--- src/rtl/latch_if_id.sv ---
// IF/ID pipeline register: captures the fetch stage's next PC and instruction
// for the decode stage, with stall (hold) and flush (bubble insert) control.
module latch_if_id #(
  parameter int                     PC_WIDTH    = 8,
  parameter int                     INSTR_WIDTH = 32,
  parameter logic [INSTR_WIDTH-1:0] NOP_INSTR   = 32'h0000_0000
) (
  input  logic                   clk,
  input  logic                   rst_n,
  input  logic                   stall,
  input  logic                   flush,
  input  logic [PC_WIDTH-1:0]    next_pc,
  input  logic [INSTR_WIDTH-1:0] instruction,
  output logic [PC_WIDTH-1:0]    next_pc_reg,
  output logic [INSTR_WIDTH-1:0] instruction_reg,
  output logic                   valid_reg
);

  logic [PC_WIDTH-1:0]    pc_r;
  logic [INSTR_WIDTH-1:0] instr_r;
  logic                   valid_r;

  logic [PC_WIDTH-1:0]    pc_nxt_s;
  logic [INSTR_WIDTH-1:0] instr_nxt_s;
  logic                   valid_nxt_s;

  // Next-state selection: flush beats stall, stall beats a fresh load.
  always_comb begin
    pc_nxt_s    = pc_r;
    instr_nxt_s = instr_r;
    valid_nxt_s = valid_r;
    if (flush) begin
      pc_nxt_s    = {PC_WIDTH{1'b0}};
      instr_nxt_s = NOP_INSTR;
      valid_nxt_s = 1'b0;
    end else if (stall) begin
      pc_nxt_s    = pc_r;
      instr_nxt_s = instr_r;
      valid_nxt_s = valid_r;
    end else begin
      pc_nxt_s    = next_pc;
      instr_nxt_s = instruction;
      valid_nxt_s = 1'b1;
    end
  end

  // Pipeline state; reset loads a bubble without waiting for a clock edge.
  always_ff @(posedge clk or negedge rst_n) begin
    if (!rst_n) begin
      pc_r    <= {PC_WIDTH{1'b0}};
      instr_r <= NOP_INSTR;
      valid_r <= 1'b0;
    end else begin
      pc_r    <= pc_nxt_s;
      instr_r <= instr_nxt_s;
      valid_r <= valid_nxt_s;
    end
  end

  assign next_pc_reg     = pc_r;
  assign instruction_reg = instr_r;
  assign valid_reg       = valid_r;

endmodule

--- config.mk ---
export PLATFORM = sky130hd
export DESIGN_NAME = latch_if_id
export DESIGN_NICKNAME = d
export VERILOG_FILES = /design/src/rtl/latch_if_id.sv
export SDC_FILE = /design/constraint.sdc
export NUM_CORES = 1
export LEC_CHECK = 0
export ABC_AREA = 1
export ABC_CLOCK_PERIOD_IN_PS = 800
export CAP_MARGIN = 10
export CORE_UTILIZATION = 35
export DETAILED_ROUTE_END_ITERATION = 8
export GPL_TIMING_DRIVEN = 0
export PLACE_DENSITY = 0.78
export SLEW_MARGIN = 20
export SYNTH_ARGS = -nofsm -noshare
export SYNTH_HDL_FRONTEND = slang
export SYNTH_SLANG_ARGS = --single-unit
--- constraint.sdc ---
create_clock -name clk -period 0.8 [get_ports clk]
set_input_delay 0.16 -clock clk [delete_from_list [all_inputs] [get_ports clk]]
set_output_delay 0.16 -clock clk [all_outputs]
set_load 0.005 [all_outputs]
# --- Word level (Yosys, flattened, before mapping) ---
# Cells that the tools add are included.
classes:
  eq_ne: 1
  muxes: 6
op_table:
  columns: ["op", "n"]
  rows:
  - ["$mux 32", 2]
  - ["$mux 8", 2]
  - ["$mux 1", 2]
  - ["$ne 2x1->1 const B", 1]
word_totals:
  register_bits: 41
  word_cells: 10

# --- Longest topological paths before layout ---
depth:
  depth_word: 2
  mapped_depth: 5
  depth_no_buf: 3

# --- Worst setup path before layout ---
# Ideal clock, no wire load.
synth_path:
  path_kind: "input-to-reg"
  start: "input stall"
  end: "register instr_r[0] (netlist: instruction_reg[0])"
  setup_ns: 0.065
  arrival_time_ns: 0.659
  setup_slack_ns: 0.076
  path_stages: 5
  n_path_buf: 2
  path_cell_list: "buf_2 nor2_4 buf_6 nand2_1 nand2_1"
synth_between:
  elab_chain_len: 1
synth_rtl:
  columns: ["item", "line", "source"]
  rows:
  - ["start: declaration", "10", "input logic stall,"]
  - ["$ne 2x1->1 (no source line)", null, null]
  - ["end signal: assignment", "55", "instr_r <= instr_nxt_s;"]
  - ["end: declaration", "20", "logic [INSTR_WIDTH-1:0] instr_r;"]
# Every way passes these cells.
# A chain may end at the register's enable or synchronous reset.

# --- Final worst setup path ---
layout_path:
  start: "register instr_r[23] (netlist: instruction_reg[23])"
  end: "output instruction_reg[23]"
layout_rtl:
  columns: ["item", "line", "source"]
  rows:
  - ["end: declaration", "15", "output logic [INSTR_WIDTH-1:0] instruction_reg,"]
# No word-level cell between the ends.

==> results by group <==
Clock tree
  • Worst-Skew Late Latency: 0.28 ns
  • H-Tree Depth: 2
  • Clock-pin slew on the worst setup and hold paths: 0.07 ns
  • Number of CTS-inserted buffers: 5
  • Clock tree buffer depth: 2
  • Root Driver: clkbuf_8
  • Clock Sinks: 41
  • CTS tree: yes

Logic synthesis
  • Syn avg cell area: 9.36 µm²
  • Register area share after synthesis: 61.6%
  • Cell area after synthesis: 0.00167 mm²
  • Post-synth top area cell: dfrtp_1
  • #FFs+latches synth: 41
  • Largest family of logic cells by synthesized area: simple AND/OR/NAND/NOR gates
  • Mux cell area share after synthesis: 0%
  • Post-synthesis simple-gate area fraction: 30.7%
  • Commonest cells in the netlist: 80 x nand2_1, 41 x dfrtp_1, 40 x nand3_1, 8 x buf_6, 5 x buf_2
  • Largest cells by area after synthesis: dfrtp_1 62%, nand2_1 18%, nand3_1 12%
  • Synthesized instance count: 178
  • Syn. warnings: 0
  • Number of library cell types mapped by synthesis: 8
  • Post-synth EDFFs: 0
  • Yosys top cell area share: 61.6%
  • Asr flop ratio synth: 100%
  • Post-synthesis adder-cell area fraction: 0%
  • Most common cell in the netlist: nand2_1
  • XOR/XNOR Fraction of Synth Area: 0%
  • Synth Area in Compound Gates: 0.301%
  • Post-synth net total: 222
  • Synth Flop Type: dfrtp_1

Setup path
  • Delay-heaviest family, CP: flip-flops
  • Critical path's slowest cell: dfrtp_1
  • Worst-path cell chain: buf_2
  • Max incr delay on CP: 0.40 ns
  • Crit path DAT: 0.81 ns
  • Startpoint Class: flop
  • Worst Path Required: 0.64 ns
  • Max FO, Critical Path: 2
  • Crit path kind: reg2out
  • R2r setup slk: -0.06 ns
  • Number of buffers and inverters on the critical path: 1
  • Crit path capture type: primary output

Final layout
  • Largest register FFs: 32
  • Antenna cells: 0
  • Post-route cell area: 0.00267 mm²
  • Post-Route Utilization: 59.6%
  • Layout cell share with drive strength beyond 1: 31.5%
  • Finished Layout Cells: 344
  • Nets@finish: 336
  • FF/Latch Area: 0.00103 mm²
  • Area Overhead vs Synth: 60.3%
  • Layout fillers: 412
  • Multi-input combinational cell area: 542 µm²

Floorplan
  • Chip Height: 71.0 µm
  • Die Width: 71.0 µm
  • Starting Density: 37.2%
  • Die area: 0.00504 mm²
  • IO Count: 85
  • Row count: 24
  • Core box area: 0.00447 mm²

Global routing
  • Initial antenna violation count: 0
  • GR peak layer: met2
  • GR Util met3: 3.99%
  • Congestion Overflow GR: 0
  • Met1 usage: 21.2%
  • Gr usage total: 18.0%
  • M2 GR Usage: 32.7%
  • Pin count of the biggest net entering global routing: 23
  • Vias in the first global route: 1,594
  • First-pass GRT wire length: 7040 µm

Routing
  • DR DRC count: 6
  • First-iteration detailed-routing DRC count: 88
  • Final wirelength: 4310 µm
  • Via density: 4.60
  • 1st-pass router iterations: 6
  • Routed len/inst: 12.5 µm
  • Antenna viol nets, final: 0
  • DR vias: 1,583

Power
  • Worst IR drop on VDD: 846 µV
  • Leakage power: 1.51 nW
  • Cell Pwr Density: 1620 mW/mm²

Timing
  • Final period util: 121%
  • WHS: -0.148 ns
  • Min Clock Period, post-route: 0.971 ns
  • Worst Max-Slew Pin Slew: 0.533 ns
  • Final setup fails: 46
  • Setup Skew: 0 ns
  • FMAX: 1030 MHz
  • Fin. Hold Viols: 21
  • Setup ws final: -0.171 ns
  • Worst relative slew slack: 64.4%
  • RSZ-0062 raised after global routing: true
  • Max-slew violation count: 0

Min path
  • Tightest Hold Check Type: in2async

Outcome
  • Status: finished, violations left
  • Failing checks: DRC, hold timing, setup timing

Placed design
  • Gpl congestion: 0.718
  • Placed inst area: 0.00258 mm²
  • Port bufs: 83
  • DP Cell Count: 314
  • Dpl hpwl: 2960 µm

Job
  • Max_cap viols: 0
-- layout by cell type (no fill, tap or decap), drive strengths merged --
master,synthesis,layout
nand3,40,40
dfrtp,41,41
dlygate4sd2,0,1
clkdlybuf4s50,0,40
a21oi,1,1
nor2,1,1
clkbuf,0,7
buf,13,79
nand2,80,80
inv,2,2
-- report_power, final --
part,switching (W),leakage [nW],internal [W],total [W]
combinational,0.000322,0.920,0.000445,0.000768
sequential,0.0000578,0.544,0.00219,0.00225
clock,0.000616,0.0443,0.000684,0.00130
-- repair_timing --
item                                   4_1_cts  5_1_grt
endpoints found under the hold margin       21       21
pin swaps                                    0        5
gates resized for setup                    163        7
buffers inserted                            11       13
setup endpoints to repair                   81       42
-- cells by family (layout without fill, tap and decap cells) --
logic type / Yosys count / after routing
flip-flops: 41 / 41
AO/OA/AOI/OAI: 1 / 1
buffers and inverters: 15 / 129
AND/OR/NAND/NOR: 121 / 121
-- cell type report --
| type | instances | share of cell area (%) |
|---|---|---|
| inverter | 2 | 0.281 |
| tap | 52 | 2.44 |
| sequential | 41 | 38.4 |
| multi-input combinational | 122 | 20.3 |
| buffer | 13 | 4.31 |
| timing repair buffer | 107 | 31.0 |
| clock buffer | 7 | 3.23 |
-- through the flow --
step	power [W]	setup TNS, ns	hold slack [ns]	setup WS (ns)
5_1_grt	0.00454	-7.58	-0.116	-0.199
6_report	0.00431	-6.10	-0.148	-0.171
3_3_place_gp	0.00305	-85.57	0.488	-1.43
2_1_floorplan	0.00251	0	-0.136	0.0762
3_5_place_dp	0.00307	-28.00	0.168	-0.524
4_1_cts	0.00433	-6.51	-0.143	-0.176
-- worst register-to-register path, cell delays in order (launching register included) --
cell and delay, ns:
dfrtp_1 0.40, buf_4 0.13, buf_4 0.12, nand3_2 0.06
nand2_1 0.05
-- path summary, 6_finish.rpt --
path                                                  from  depth (start not counted)                              end
max                        instruction_reg[23]$_DFFE_PN0P_                          1              instruction_reg[23]
min                                                  rst_n                          1   instruction_reg[4]$_DFFE_PN0P_
max reg2reg                instruction_reg[23]$_DFFE_PN0P_                          4  instruction_reg[23]$_DFFE_PN0P_
min reg2reg                instruction_reg[31]$_DFFE_PN0P_                          2  instruction_reg[31]$_DFFE_PN0P_
max in group asynchronous                            rst_n                          2  instruction_reg[20]$_DFFE_PN0P_
min in group clk                                     stall                          3       next_pc_reg[1]$_DFFE_PN0P_
-- layer usage --
layer / part of all wire, % / vias up / wire, µm
met4: 0.70 / 0 / 30
met5: 0 / - / 0
met2: 52 / 46 / 2260
met3: 4.6 / 4 / 200
li1: - / 794 / -
met1: 42 / 739 / 1820
No activity file was read; power rests on OpenSTA's default activity.
